**src/rtl/multicycle_ctrl_if.sv**
```systemverilog
// Control bundle between the multicycle sequencing FSM and the datapath/memory.
// The master side is the controller: it reads the opcode and the memory
// handshake and drives every select, enable and strobe.
interface multicycle_ctrl_if;
    logic [6:0] op;
    logic       mem_ready;
    logic [1:0] alu_op;
    logic [1:0] alu_src_a;
    logic [1:0] alu_src_b;
    logic [1:0] result_src;
    logic       adr_src;
    logic       ir_write;
    logic       pc_update;
    logic       branch_en;
    logic       reg_write;
    logic       mem_write;
    logic       mem_req;
    logic       illegal_instr;
    logic       mem_timeout;

    modport master (
        input  op, mem_ready,
        output alu_op, alu_src_a, alu_src_b, result_src, adr_src,
               ir_write, pc_update, branch_en, reg_write, mem_write,
               mem_req, illegal_instr, mem_timeout
    );

    modport slave (
        output op, mem_ready,
        input  alu_op, alu_src_a, alu_src_b, result_src, adr_src,
               ir_write, pc_update, branch_en, reg_write, mem_write,
               mem_req, illegal_instr, mem_timeout
    );
endinterface

```
**src/rtl/multicycle_ctrl.sv**
```systemverilog
// Main sequencing FSM of the multicycle RISC-V core: fetch, decode, execute,
// memory and writeback, with a bounded wait on the memory handshake.
// Optional feature macro: MULTICYCLE_CTRL_PERF_EN adds the instret and cycles
// performance counters; without it the ports are absent and behaviour is unchanged.
module multicycle_ctrl #(
    parameter int STALL_MAX = 15
) (
    input  logic               clk,
    input  logic               reset_n,
    multicycle_ctrl_if.master  bus
`ifdef MULTICYCLE_CTRL_PERF_EN
    ,
    output logic [31:0]        instret,
    output logic [31:0]        cycles
`endif
);

    localparam int CNT_W = $clog2(STALL_MAX + 1);

    localparam logic [6:0] OP_LOAD   = 7'b0000011;
    localparam logic [6:0] OP_STORE  = 7'b0100011;
    localparam logic [6:0] OP_RTYPE  = 7'b0110011;
    localparam logic [6:0] OP_ITYPE  = 7'b0010011;
    localparam logic [6:0] OP_BRANCH = 7'b1100011;
    localparam logic [6:0] OP_JAL    = 7'b1101111;

    typedef enum logic [3:0] {
        FETCH, DECODE, MEMADR, MEMREAD, MEMWB, MEMWRITE,
        EXECR, EXECI, ALUWB, BRANCH, JAL
    } state_t;

    typedef struct packed {
        logic [1:0] alu_op;
        logic [1:0] alu_src_a;
        logic [1:0] alu_src_b;
        logic [1:0] result_src;
        logic       adr_src;
        logic       ir_write;
        logic       pc_update;
        logic       branch_en;
        logic       reg_write;
        logic       mem_write;
        logic       mem_req;
        logic       illegal_instr;
        logic       mem_timeout;
    } ctrl_t;

    state_t           state;
    state_t           next_state;
    logic [CNT_W-1:0] wait_cnt;
    ctrl_t            ctrl;
    ctrl_t            ctrl_out;
    logic             in_mem_state;
    logic             stall_hit;
    logic             retire;

    // A wait that would bring the count up to STALL_MAX abandons the access;
    // mem_ready on that same cycle wins because stall_hit needs it low.
    assign in_mem_state = (state == FETCH) || (state == MEMREAD) || (state == MEMWRITE);
    assign stall_hit    = in_mem_state && !bus.mem_ready &&
                          (wait_cnt == CNT_W'(STALL_MAX - 1));

    // Moore output decode and next-state selection from the current state.
    always_comb begin
        // NOTE: every signal gets a default before the case so no path leaves
        // it unassigned; otherwise synthesis infers a latch.
        ctrl       = '0;
        next_state = state;
        unique case (state)
            FETCH: begin
                ctrl.mem_req    = 1'b1;
                ctrl.alu_src_b  = 2'b10;
                ctrl.result_src = 2'b10;
                if (bus.mem_ready) begin
                    ctrl.ir_write  = 1'b1;
                    ctrl.pc_update = 1'b1;
                    next_state     = DECODE;
                end
            end
            DECODE: begin
                ctrl.alu_src_a = 2'b01;
                ctrl.alu_src_b = 2'b01;
                case (bus.op)
                    OP_LOAD, OP_STORE: next_state = MEMADR;
                    OP_RTYPE:          next_state = EXECR;
                    OP_ITYPE:          next_state = EXECI;
                    OP_BRANCH:         next_state = BRANCH;
                    OP_JAL:            next_state = JAL;
                    default: begin
                        ctrl.illegal_instr = 1'b1;
                        next_state         = FETCH;
                    end
                endcase
            end
            MEMADR: begin
                ctrl.alu_src_a = 2'b10;
                ctrl.alu_src_b = 2'b01;
                next_state     = (bus.op == OP_LOAD) ? MEMREAD : MEMWRITE;
            end
            MEMREAD: begin
                ctrl.mem_req = 1'b1;
                ctrl.adr_src = 1'b1;
                if (bus.mem_ready) next_state = MEMWB;
            end
            MEMWB: begin
                ctrl.result_src = 2'b01;
                ctrl.reg_write  = 1'b1;
                next_state      = FETCH;
            end
            MEMWRITE: begin
                ctrl.mem_req   = 1'b1;
                ctrl.adr_src   = 1'b1;
                ctrl.mem_write = 1'b1;
                if (bus.mem_ready) next_state = FETCH;
            end
            EXECR: begin
                ctrl.alu_src_a = 2'b10;
                ctrl.alu_op    = 2'b10;
                next_state     = ALUWB;
            end
            EXECI: begin
                ctrl.alu_src_a = 2'b10;
                ctrl.alu_src_b = 2'b01;
                ctrl.alu_op    = 2'b10;
                next_state     = ALUWB;
            end
            ALUWB: begin
                ctrl.reg_write = 1'b1;
                next_state     = FETCH;
            end
            BRANCH: begin
                ctrl.alu_src_a = 2'b10;
                ctrl.alu_op    = 2'b01;
                ctrl.branch_en = 1'b1;
                next_state     = FETCH;
            end
            JAL: begin
                ctrl.alu_src_a = 2'b01;
                ctrl.alu_src_b = 2'b10;
                ctrl.pc_update = 1'b1;
                next_state     = ALUWB;
            end
            default: next_state = FETCH;
        endcase
        if (stall_hit) begin
            ctrl.mem_timeout = 1'b1;
            next_state       = FETCH;
        end
    end

    // Strobes and selects drop the moment reset asserts, even though the
    // state register already sits in FETCH.
    assign ctrl_out = reset_n ? ctrl : '0;

    assign bus.alu_op        = ctrl_out.alu_op;
    assign bus.alu_src_a     = ctrl_out.alu_src_a;
    assign bus.alu_src_b     = ctrl_out.alu_src_b;
    assign bus.result_src    = ctrl_out.result_src;
    assign bus.adr_src       = ctrl_out.adr_src;
    assign bus.ir_write      = ctrl_out.ir_write;
    assign bus.pc_update     = ctrl_out.pc_update;
    assign bus.branch_en     = ctrl_out.branch_en;
    assign bus.reg_write     = ctrl_out.reg_write;
    assign bus.mem_write     = ctrl_out.mem_write;
    assign bus.mem_req       = ctrl_out.mem_req;
    assign bus.illegal_instr = ctrl_out.illegal_instr;
    assign bus.mem_timeout   = ctrl_out.mem_timeout;

    // An instruction retires when it returns to FETCH after completing its work.
    assign retire = (next_state == FETCH) &&
                    ((state == MEMWB) || (state == ALUWB) || (state == BRANCH) ||
                     ((state == MEMWRITE) && bus.mem_ready));

    // State register, wait counter and optional performance counters.
    always_ff @(posedge clk or negedge reset_n) begin
        if (!reset_n) begin
            state    <= FETCH;
            wait_cnt <= '0;
`ifdef MULTICYCLE_CTRL_PERF_EN
            instret  <= '0;
            cycles   <= '0;
`endif
        end else begin
            // NOTE: sequential state uses non-blocking assignments so every
            // register samples pre-edge values regardless of statement order.
            state <= next_state;
            if (stall_hit || (next_state != state)) begin
                wait_cnt <= '0;
            end else if (in_mem_state && !bus.mem_ready &&
                         (wait_cnt != CNT_W'(STALL_MAX))) begin
                wait_cnt <= wait_cnt + 1'b1;
            end
`ifdef MULTICYCLE_CTRL_PERF_EN
            cycles <= cycles + 32'd1;
            if (retire) instret <= instret + 32'd1;
`endif
        end
    end

`ifndef MULTICYCLE_CTRL_PERF_EN
    logic unused_retire;
    assign unused_retire = retire;
`endif

endmodule

```
**src/flat_wrapper.sv**
```systemverilog
// flat-port wrapper written by rule: the top's interface ports become plain ports
module multicycle_ctrl_flat 
#(
    parameter int STALL_MAX = 15
)
  (clk, reset_n, bus_op, bus_mem_ready, bus_alu_op, bus_alu_src_a, bus_alu_src_b, bus_result_src, bus_adr_src, bus_ir_write, bus_pc_update, bus_branch_en, bus_reg_write, bus_mem_write, bus_mem_req, bus_illegal_instr, bus_mem_timeout);
  multicycle_ctrl_if bus_i ();
  input  logic clk;
  input  logic reset_n;
  input wire logic [$bits(bus_i.op)-1:0] bus_op;
  input wire logic [$bits(bus_i.mem_ready)-1:0] bus_mem_ready;
  output wire logic [$bits(bus_i.alu_op)-1:0] bus_alu_op;
  output wire logic [$bits(bus_i.alu_src_a)-1:0] bus_alu_src_a;
  output wire logic [$bits(bus_i.alu_src_b)-1:0] bus_alu_src_b;
  output wire logic [$bits(bus_i.result_src)-1:0] bus_result_src;
  output wire logic [$bits(bus_i.adr_src)-1:0] bus_adr_src;
  output wire logic [$bits(bus_i.ir_write)-1:0] bus_ir_write;
  output wire logic [$bits(bus_i.pc_update)-1:0] bus_pc_update;
  output wire logic [$bits(bus_i.branch_en)-1:0] bus_branch_en;
  output wire logic [$bits(bus_i.reg_write)-1:0] bus_reg_write;
  output wire logic [$bits(bus_i.mem_write)-1:0] bus_mem_write;
  output wire logic [$bits(bus_i.mem_req)-1:0] bus_mem_req;
  output wire logic [$bits(bus_i.illegal_instr)-1:0] bus_illegal_instr;
  output wire logic [$bits(bus_i.mem_timeout)-1:0] bus_mem_timeout;
  assign bus_i.op = bus_op;
  assign bus_i.mem_ready = bus_mem_ready;
  assign bus_alu_op = bus_i.alu_op;
  assign bus_alu_src_a = bus_i.alu_src_a;
  assign bus_alu_src_b = bus_i.alu_src_b;
  assign bus_result_src = bus_i.result_src;
  assign bus_adr_src = bus_i.adr_src;
  assign bus_ir_write = bus_i.ir_write;
  assign bus_pc_update = bus_i.pc_update;
  assign bus_branch_en = bus_i.branch_en;
  assign bus_reg_write = bus_i.reg_write;
  assign bus_mem_write = bus_i.mem_write;
  assign bus_mem_req = bus_i.mem_req;
  assign bus_illegal_instr = bus_i.illegal_instr;
  assign bus_mem_timeout = bus_i.mem_timeout;
  multicycle_ctrl #(.STALL_MAX(STALL_MAX)) u_core (.clk(clk), .reset_n(reset_n), .bus(bus_i));
endmodule
```
**config.mk**
```make
export PLATFORM = sky130hd
export DESIGN_NAME = multicycle_ctrl_flat
export DESIGN_NICKNAME = d
export VERILOG_FILES = /design/src/rtl/multicycle_ctrl_if.sv /design/src/rtl/multicycle_ctrl.sv /design/src/flat_wrapper.sv
export SDC_FILE = /design/constraint.sdc
export NUM_CORES = 1
export LEC_CHECK = 0
export CAP_MARGIN = 20
export CORE_MARGIN = 1
export CORE_UTILIZATION = 45
export CTS_CLUSTER_DIAMETER = 30
export CTS_CLUSTER_SIZE = 20
export DETAILED_ROUTE_END_ITERATION = 8
export PLACE_DENSITY = 0.75
export SYNTH_ARGS = -nofsm -noshare
export SYNTH_HDL_FRONTEND = slang
export SYNTH_SLANG_ARGS = --single-unit
```
**constraint.sdc**
```tcl
create_clock -name clk -period 3 [get_ports clk]
set_clock_uncertainty 0.15 [all_clocks]
set_input_delay 0.45 -clock clk [delete_from_list [all_inputs] [get_ports clk]]
set_output_delay 0.45 -clock clk [all_outputs]
set_load 0.005 [all_outputs]
```
==> results of run 1 <==
## registers in the layout (all words and copies together), names as in the netlist
| register | cells |
|---|---|
| u_core.wait_cnt | 4 |
| u_core.state | 4 |
## worst min-delay path by stage
stage | endpoint | slack (ns) | cells past startpoint
after global placement | u_core.wait_cnt[1]$_DFFE_PN0P_ | 0.42 | 2
after global routing | u_core.wait_cnt[2]$_DFFE_PN0P_ | 0.41 | 2
after CTS | u_core.wait_cnt[2]$_DFFE_PN0P_ | 0.38 | 2
after detailed placement | u_core.wait_cnt[1]$_DFFE_PN0P_ | 0.44 | 2
final | u_core.wait_cnt[2]$_DFFE_PN0P_ | 0.38 | 2
after floorplan | u_core.state[0]$_DFF_PN0_ | 0.004 | 0
## placed cells by master, fill, tap and decap left out, types with 2 or more instances in the layout
cell / n
clkdlybuf4s50_1: 26
nand2_1: 14
nor2_1: 10
dfrtp_1: 8
and3_1: 6
buf_4: 6
a21oi_1: 5
and3b_1: 4
inv_1: 4
xor2_1: 4
nand3_1: 4
a211oi_1: 4
o21ai_0: 3
clkbuf_4: 3
nand2b_1: 2
nand4bb_1: 2
nor3b_1: 2
o211ai_1: 2
or3_1: 2
nor2b_1: 2
and4_1: 2
xnor2_1: 2
nor4b_1: 2
ha_1: 2
## logic make-up after synthesis
| group | share of synthesized area |
|---|---|
| xor+xnor | 0.0656 |
| compound gates | 0.255 |
| simple gates | 0.405 |
| fa+ha+maj | 0.0239 |
| buf+inv | 0.0597 |
| flops | 0.191 |
## layer usage
layer | vias to the layer above | part of all wire | GRT usage
li1 | 527 | - | -
met1 | 490 | 0.44 | 0.309
met4 | 0 | 0.0030 | 0.0571
met3 | 2 | 0.044 | 0.0303
met2 | 36 | 0.51 | 0.367
met5 | - | 0 | 0
## power breakdown
group          switching [mW]  internal, mW
Combinational          0.0669        0.0715
Sequential             0.0126         0.114
Clock                  0.0348        0.0457
Total                   0.114         0.231
## final cells by class
| class | count | area, sq um | area share |
|---|---|---|---|
| Inverter | 4 | 15.0 | 0.0110 |
| Clock buffer | 3 | 22.5 | 0.0165 |
| Timing Repair Buffer | 32 | 305 | 0.224 |
| Sequential cell | 8 | 200 | 0.147 |
| Multi-Input combinational cell | 106 | 786 | 0.576 |
| Tap cell | 28 | 35.0 | 0.0257 |
## worst register-to-register path: cells and delay by family (launching register included)
family	cells	cell delay (ns)
AOI/OAI and AO/OA	3	0.63
and+or+nand+nor	2	0.80
DFF	1	0.72
==> results.tsv, run 1 <==
stage	metric	value	unit
routing	Final ANT Viol Nets	0	
yosys	Yosys reg bits	8	
cts	CTS root buf	clkbuf_4	
yosys	Yosys cell types	57	
yosys	syn_nets	137	
grt	largest net degree at the start of global routing	20	
critical_path	critical path depth in cells	4	
timing	unrepaired setup endpoints after global routing	false	
layout	area grow syn2layout	30.1	%
die	starting density of the core	0.474	
grt	number of global-route vias before repair	960	
critical_path	Reg2Reg Depth	5	
critical_path	CP Launch Type	register	
layout	Cell Count, Final, Fillers Out	181	
placed_design	Place WS	0.238	ns
placed_design	DP Area	0.00134	sq mm
timing	Rel. slew slack	0.597	
yosys	main area contributors after synthesis	dfrtp_1, nand2_1, and3_1, nor2_1, and3b_1	
die	Die Y	50.3	um
die	total die area	0.00253	sq mm
yosys	top post-synthesis cells by count	nand2_1, nor2_1, dfrtp_1, and3_1, a21oi_1	
critical_path	FF-to-FF Start	u_core.state[0]$_DFF_PN0_	
routing	DR vias	1055	
routing	Post-Route WL	2680	um
yosys	fraction of registers with async set/reset	1.00	
timing	Slew @ Worst Pin	0.605	ns
placed_design	port bufs	26	
pwr	worst IR drop on VDD	0.288	mV
die	row cnt	17	
layout	count of nets after finishing	167	
cts	clk buf depth	2	
critical_path	critical path's slowest cell	dfrtp_1	
cts	Clock Sinks	8	
pwr	PD cells	254	mW/mm^2
critical_path	element type at the critical path end	output port	
critical_path	CP bufs+invs	1	
outcome	outcome	finished, violations left	
placed_design	Final HPWL DP	2110	um
yosys	Synthesis Warnings	0	
cts	post-CTS sizing	0	
timing	Final Hold Viols	0	
critical_path	Setup crit start	u_core.state[0]$_DFF_PN0_	
yosys	Post-synth EDFFs	0	
run	max cap viols	0	
cts	Clock transition at path regs	0.06	ns
placed_design	DP Cell Count	178	
routing	DRC	2	
cts	cts bufs inserted	3	
routing	First-pass DRT Iterations	6	
critical_path	reg2reg setup slack	0.58	ns
yosys	share of the synthesized area in the top cell type	0.191	
die	# IOs	27	
layout	ant diodes	0	
layout	post-layout util	0.617	
cts	Post-CTS Hold Fix Bufs	0	
yosys	sequential element share of the synthesized area	0.191	
critical_path	CP arrival	2.22	ns
critical_path	Worst setup endpoint	bus_illegal_instr	
routing	Vias/cell	5.83	
layout	design area	0.00136	sq mm
yosys	most numerous cell in the Yosys netlist	nand2_1	
grt	Tot GR Track Use	0.225	
routing	routed length per instance	14.8	um
pwr	P_leak	0.560	nW
layout	fill cell count	213	
timing	Final WS setup	0.176	ns
critical_path	Crit Reg-Reg Endpoint	u_core.wait_cnt[1]$_DFFE_PN0P_	
layout	fraction of layout cells with a size suffix above 1	0.137	
critical_path	delay of the slowest cell on the worst path	0.72	ns
cts	TritonCTS clock tree	yes	
outcome	failing checks	design-rule violations	
pwr	total power	346	uW
cts	H-Tree Depth	1	
timing	Achievable Freq	0.354	GHz
grt	Congestion Overflow GR	0	
routing	DR iter-0 viols	40	
yosys	Avg Cell Area, Syn	8.39	sq um
critical_path	Req. time, crit path	2.40	ns
critical_path	crit path cell chain	nor4b_2 -> nand2_1 -> nor2_1 -> clkdlybuf4s50_1	
yosys	Post-synth top flop	dfrtp_1	
critical_path	Worst Path Max Fanout	19	
timing	final worst path period share	0.941	
timing	Max Slew Vio Count	0	
timing	crit path time final	2.82	ns
placed_design	GPL Wtd Cong	0.833	
critical_path	critical path's top delay family	simple AND/OR/NAND/NOR gates	
hold_path	HP Class	in -> async	
die	Core Region	0.00221	sq mm
yosys	Mapped Area	0.00105	sq mm
critical_path	Setup CP Type	reg -> out	
cts	Skew-Pair Late Insertion Delay	0.25	ns
die	die width	50.3	um
cts	Post-CTS Setup Inserts	0	
timing	final setup vio count	0	
yosys	post-synth top area cell	dfrtp_1	
grt	first-pass GRT wire length	4360	um
grt	antenna violations before repair	0	
timing	Hold Worst Slack	0.380	ns
yosys	Cells after Synth	125	
timing	sum of negative setup slack	0	ns
No activity file was read; power rests on OpenSTA's default activity.
==> run 2: changes to the inputs <==
CAP_MARGIN = not set   (was 20)
CORE_MARGIN = 2   (was 1)
==> results.tsv, run 2 (synthesized netlist as in run 1, its figures left out) <==
stage	metric	value	unit	change
outcome	outcome	finished clean		was finished, violations left
routing	Post-Route WL	2590	um	was 2680 um
layout	Cell Count, Final, Fillers Out	179		was 181
critical_path	crit path cell chain	nor4b_2 -> nand2_1 -> nor2_1 -> clkdlybuf4s50_1		unchanged
die	die width	52.3	um	was 50.3 um
grt	largest net degree at the start of global routing	20		unchanged
cts	Post-CTS Hold Fix Bufs	0		unchanged
routing	First-pass DRT Iterations	4		was 6
cts	post-CTS sizing	0		unchanged
cts	TritonCTS clock tree	yes		unchanged
hold_path	HP Class	in -> async		unchanged
die	Core Region	0.00221	sq mm	unchanged
cts	clk buf depth	2		unchanged
layout	ant diodes	0		unchanged
layout	design area	0.00135	sq mm	was 0.00136 sq mm
cts	Clock Sinks	8		unchanged
layout	Top Registers	u_core.state x4, u_core.wait_cnt x4		unchanged
die	# IOs	27		unchanged
critical_path	CP Launch Type	register		unchanged
cts	Skew-Pair Late Insertion Delay	0.25	ns	about the same
pwr	cell internal pwr	230	uW	was 231 uW
timing	final worst path period share	0.932		was 0.941
timing	unrepaired setup endpoints after global routing	false		unchanged
timing	final setup vio count	0		unchanged
die	row cnt	17		unchanged
timing	sum of negative setup slack	0	ns	unchanged
layout	most frequent cells in the layout	clkdlybuf4s50_1, nand2_1, nor2_1, dfrtp_1, and3_1		was clkdlybuf4s50_1, nand2_1, nor2_1, dfrtp_1
critical_path	CP bufs+invs	1		unchanged
pwr	PD cells	255	mW/mm^2	was 254 mW/mm^2
placed_design	DP Area	0.00133	sq mm	was 0.00134 sq mm
layout	count of nets after finishing	165		was 167
placed_design	Final HPWL DP	2050	um	was 2110 um
routing	Final ANT Viol Nets	0		unchanged
routing	DR vias	1048		was 1055
routing	Vias/cell	5.85		was 5.83
pwr	Seq pwr share	0.377		was 0.367
cts	Clock transition at path regs	0.05	ns	was 0.06 ns
critical_path	Setup crit start	u_core.state[0]$_DFF_PN0_		unchanged
pwr	P_sw	113	uW	was 114 uW
run	max cap viols	0		unchanged
routing	routed length per instance	14.5	um	was 14.8 um
timing	Slew @ Worst Pin	0.601	ns	was 0.605 ns
cts	cts bufs inserted	3		unchanged
critical_path	Setup CP Type	reg -> out		unchanged
layout	post-layout util	0.610		was 0.617
timing	crit path time final	2.80	ns	was 2.82 ns
grt	antenna violations before repair	0		unchanged
timing	Final WS setup	0.204	ns	was 0.176 ns
critical_path	Crit Reg-Reg Endpoint	u_core.wait_cnt[1]$_DFFE_PN0P_		unchanged
layout	fraction of layout cells with a size suffix above 1	0.126		was 0.137
cts	Post-CTS Setup Inserts	0		unchanged
timing	Rel. slew slack	0.600		was 0.597
grt	Congestion Overflow GR	0		unchanged
critical_path	Worst setup endpoint	bus_illegal_instr		unchanged
placed_design	DP Cell Count	176		was 178
layout	area grow syn2layout	28.6	%	was 30.1%
grt	number of global-route vias before repair	965		was 960
pwr	total power	344	uW	was 346 uW
placed_design	port bufs	26		unchanged
timing	Max Slew Vio Count	0		unchanged
routing	DR iter-0 viols	28		was 40
placed_design	GPL Wtd Cong	0.796		was 0.833
pwr	Comb power frac	0.391		was 0.400
critical_path	critical path's slowest cell	dfrtp_1		unchanged
critical_path	Req. time, crit path	2.40	ns	about the same
placed_design	Place WS	0.249	ns	was 0.238 ns
layout	commonest non-fill, non-tap cell in the layout	clkdlybuf4s50_1		unchanged
die	Die Y	52.3	um	was 50.3 um
timing	Final Hold Viols	0		unchanged
critical_path	CP arrival	2.20	ns	was 2.22 ns
critical_path	element type at the critical path end	output port		unchanged
cts	CTS root buf	clkbuf_4		unchanged
die	starting density of the core	0.474		unchanged
critical_path	reg2reg setup slack	0.61	ns	was 0.58 ns
cts	H-Tree Depth	1		unchanged
pwr	worst IR drop on VDD	0.205	mV	was 0.288 mV
pwr	clock share of power	0.232		was 0.233
timing	Hold Worst Slack	0.379	ns	was 0.380 ns
critical_path	delay of the slowest cell on the worst path	0.72	ns	about the same
grt	first-pass GRT wire length	4330	um	was 4360 um
grt	Tot GR Track Use	0.214		was 0.225
critical_path	Reg2Reg Depth	6		was 5
critical_path	critical path's top delay family	simple AND/OR/NAND/NOR gates		unchanged
routing	DRC	0		was 2
critical_path	critical path depth in cells	4		unchanged
die	total die area	0.00273	sq mm	was 0.00253 sq mm
pwr	P_leak	0.549	nW	was 0.560 nW
pwr	sw frac	0.330		was 0.331
critical_path	FF-to-FF Start	u_core.state[2]$_DFF_PN0_		was u_core.state[0]$_DFF_PN0_
timing	Achievable Freq	0.358	GHz	was 0.354 GHz
critical_path	Worst Path Max Fanout	19		unchanged
## run 2: worst min-delay path by stage
stage / from / to / slack, ns / cells after the start
final: reset_n / u_core.wait_cnt[2]$_DFFE_PN0P_ / 0.38 / 2
after CTS: reset_n / u_core.wait_cnt[0]$_DFFE_PN0P_ / 0.37 / 2
after floorplan: reset_n / u_core.state[0]$_DFF_PN0_ / 0.004 / 0
after global routing: reset_n / u_core.wait_cnt[3]$_DFFE_PN0P_ / 0.39 / 2
after detailed placement: u_core.wait_cnt[1]$_DFFE_PN0P_ / u_core.wait_cnt[1]$_DFFE_PN0P_ / 0.44 / 2
after global placement: u_core.wait_cnt[1]$_DFFE_PN0P_ / u_core.wait_cnt[1]$_DFFE_PN0P_ / 0.42 / 2
## run 2: cell type report
cell class              count  area (sq um)
flip-flops and latches      8           200
fillers                   206           863
repair buffers             30           290
multi-input cells         106           786
well taps                  28          35.0
clock buffers               3          22.5
inverters                   4          15.0
## run 2: power by group through the flow
stage	sequential, mW	clock (mW)	combinational, mW
floorplan	0.120	0	0.0881
finish	0.130	0.0799	0.134
global placement	0.130	0	0.131
CTS	0.130	0.0850	0.134
detailed placement	0.131	0	0.134
global route	0.131	0.0906	0.147
## run 2: metal layers
layer	GRT usage	up-vias	share of wire
met5	0	-	0
met1	0.295	504	0.47
met3	0.0343	2	0.024
li1	-	523	-
met4	0.0513	0	0.0066
met2	0.348	19	0.50
## run 2: worst reg2reg max path: stages, from the launching register on
cell	delay [ns]
dfrtp_1	0.52
buf_4	0.29
and2b_1	0.21
o311ai_1	0.45
and3_1	0.25
a41oi_2	0.06
a221oi_1	0.34
==> run 3: changes to the inputs <==
ABC_CLOCK_PERIOD_IN_PS = 2300   (was not set)
CORE_UTILIZATION = 44   (was 45)
GPL_TIMING_DRIVEN = 1   (was not set)
PLACE_DENSITY = 0.76   (was 0.75)
clock period = 2.3 ns   (was 3 ns; I/O delays follow)
==> results.tsv, run 3 (synthesized netlist as in run 1, its figures left out) <==
stage	metric	value	unit	change
layout	count of nets after finishing	196		was 165
grt	largest net degree at the start of global routing	22		was 20
cts	Clock Sinks	8		unchanged
cts	cts bufs inserted	3		unchanged
pwr	Seq pwr share	0.308		was 0.377
layout	commonest non-fill, non-tap cell in the layout	buf_4		was clkdlybuf4s50_1
die	die width	52.8	um	was 52.3 um
die	row cnt	17		unchanged
pwr	worst IR drop on VDD	0.222	mV	was 0.205 mV
timing	Max Slew Vio Count	0		unchanged
routing	First-pass DRT Iterations	4		unchanged
cts	CTS root buf	clkbuf_4		unchanged
grt	first-pass GRT wire length	4800	um	was 4330 um
run	max cap viols	0		unchanged
grt	number of global-route vias before repair	1089		was 965
layout	design area	0.00171	sq mm	was 0.00135 sq mm
timing	Rel. slew slack	0.649		was 0.600
placed_design	Final HPWL DP	2250	um	was 2050 um
pwr	cell internal pwr	343	uW	was 230 uW
pwr	Comb power frac	0.475		was 0.391
critical_path	element type at the critical path end	output port		unchanged
layout	area grow syn2layout	63.5	%	was 28.6%
die	Die Y	52.8	um	was 52.3 um
placed_design	Place WS	-0.246	ns	was 0.249 ns
die	# IOs	27		unchanged
critical_path	Setup CP Type	reg -> out		unchanged
die	Core Region	0.00223	sq mm	was 0.00221 sq mm
placed_design	GPL Wtd Cong	0.820		was 0.796
die	starting density of the core	0.469		was 0.474
layout	fill cell count	148		was 206
cts	H-Tree Depth	1		unchanged
layout	ant diodes	0		unchanged
timing	Hold Worst Slack	0.158	ns	was 0.379 ns
timing	Final Hold Viols	0		unchanged
routing	Vias/cell	5.94		was 5.85
layout	Top Registers	u_core.state x4, u_core.wait_cnt x4		unchanged
timing	final worst path period share	0.987		
routing	DR vias	1248		was 1048
pwr	clock share of power	0.217		was 0.232
pwr	total power	525	uW	was 344 uW
pwr	P_sw	182	uW	was 113 uW
layout	FF+latch area	203	sq um	was 200 sq um
timing	crit path time final	2.27	ns	
die	total die area	0.00279	sq mm	was 0.00273 sq mm
routing	Post-Route WL	3320	um	was 2590 um
cts	clk buf depth	2		unchanged
routing	DR iter-0 viols	40		was 28
cts	Skew-Pair Late Insertion Delay	0.27	ns	was 0.25 ns
layout	fraction of layout cells with a size suffix above 1	0.390		was 0.126
grt	Tot GR Track Use	0.235		was 0.214
timing	Final WS setup	0.0309	ns	was 0.204 ns
cts	Clock transition at path regs	0.06	ns	was 0.05 ns
grt	Congestion Overflow GR	0		unchanged
routing	DRC	0		unchanged
routing	routed length per instance	15.8	um	was 14.5 um
pwr	P_leak	0.822	nW	was 0.549 nW
timing	final setup vio count	0		unchanged
layout	most frequent cells in the layout	buf_4, clkdlybuf4s50_1, nand2_1, nor2_1, dfrtp_1		was clkdlybuf4s50_1, nand2_1, nor2_1, dfrtp_1, and3_1
placed_design	port bufs	26		unchanged
critical_path	CP Launch Type	register		unchanged
timing	Slew @ Worst Pin	0.519	ns	was 0.601 ns
layout	multi-input logic area	862	sq um	was 786 sq um
pwr	sw frac	0.346		was 0.330
pwr	PD cells	306	mW/mm^2	was 255 mW/mm^2
critical_path	Worst Path Max Fanout	8		was 19
hold_path	HP Class	in -> async		unchanged
timing	unrepaired setup endpoints after global routing	true		was false
outcome	outcome	finished clean		unchanged
timing	Achievable Freq	0.441	GHz	
cts	Post-CTS Hold Fix Bufs	0		unchanged
cts	TritonCTS clock tree	yes		unchanged
routing	Final ANT Viol Nets	0		unchanged
timing	sum of negative setup slack	0	ns	unchanged
grt	antenna violations before repair	0		unchanged
critical_path	Req. time, crit path	1.80	ns	was 2.40 ns
critical_path	CP arrival	1.77	ns	was 2.20 ns
placed_design	DP Area	0.00151	sq mm	was 0.00133 sq mm
[run 3: cell count changes in the layout (fill, tap and decap cells not counted), sizes merged]
cell           before  now
buf                 4   34
clkdlybuf4s50      26   15
dlygate4sd2         0    5
dlymetal6s2s        0    5
clkbuf              3    5
[run 3: final timing paths]
kind	cells after the start	slack, ns	end	from
worst max register to register	6	0.08	u_core.wait_cnt[0]$_DFFE_PN0P_	u_core.state[0]$_DFF_PN0_
worst max-delay path	5	0.03	bus_alu_src_b[0]	u_core.state[1]$_DFF_PN0_
min in group clk	2	0.46	u_core.wait_cnt[1]$_DFFE_PN0P_	u_core.wait_cnt[1]$_DFFE_PN0P_
worst min-delay path	4	0.16	u_core.wait_cnt[1]$_DFFE_PN0P_	reset_n
worst min register to register	2	0.46	u_core.wait_cnt[1]$_DFFE_PN0P_	u_core.wait_cnt[1]$_DFFE_PN0P_
max in group asynchronous	4	1.70	u_core.state[1]$_DFF_PN0_	reset_n
[run 3: routing by layer]
metal / GRT usage / share of wire
met1: 0.267 / 0.41
met2: 0.429 / 0.52
met3: 0.0486 / 0.046
met4: 0.0769 / 0.020
met5: 0 / 0
[run 3: critical path, stage by stage, from the launching register on]
cell,delay [ns]
dfrtp_2,0.45
buf_12,0.16
buf_4,0.13
and3_1,0.16
o21a_1,0.18
clkdlybuf4s50_1,0.43
[run 3: metrics by stage]
stage           util  cells
3_5_place_dp   0.677    199
2_1_floorplan      -    125
4_1_cts        0.717    205
5_1_grt        0.768    210
6_report       0.768    210
3_3_place_gp   0.677    199
[run 3: area by class of cell]
cell class | instances | area share
clock buffers | 3 | 0.0131
inverters | 4 | 0.0102
multi-input cells | 106 | 0.503
flip-flops and latches | 8 | 0.118
well taps | 28 | 0.0204
repair buffers | 61 | 0.335
[run 3: power groups by stage]
stage	Clock, mW	Sequential (mW)	Combinational (mW)
after global placement	0	0.165	0.210
after floorplan	0	0.156	0.115
after detailed placement	0	0.165	0.218
after CTS	0.111	0.163	0.228
after global routing	0.119	0.162	0.266
final	0.114	0.162	0.249
[run 3: what timing repair did]
| action | in CTS | in global routing |
|---|---|---|
| setup endpoints to repair | 14 | 10 |
| buffers inserted | 3 | 4 |
| resized for setup | 22 | 21 |
| cloned | 0 | 1 |
| pin swaps | 2 | 5 |
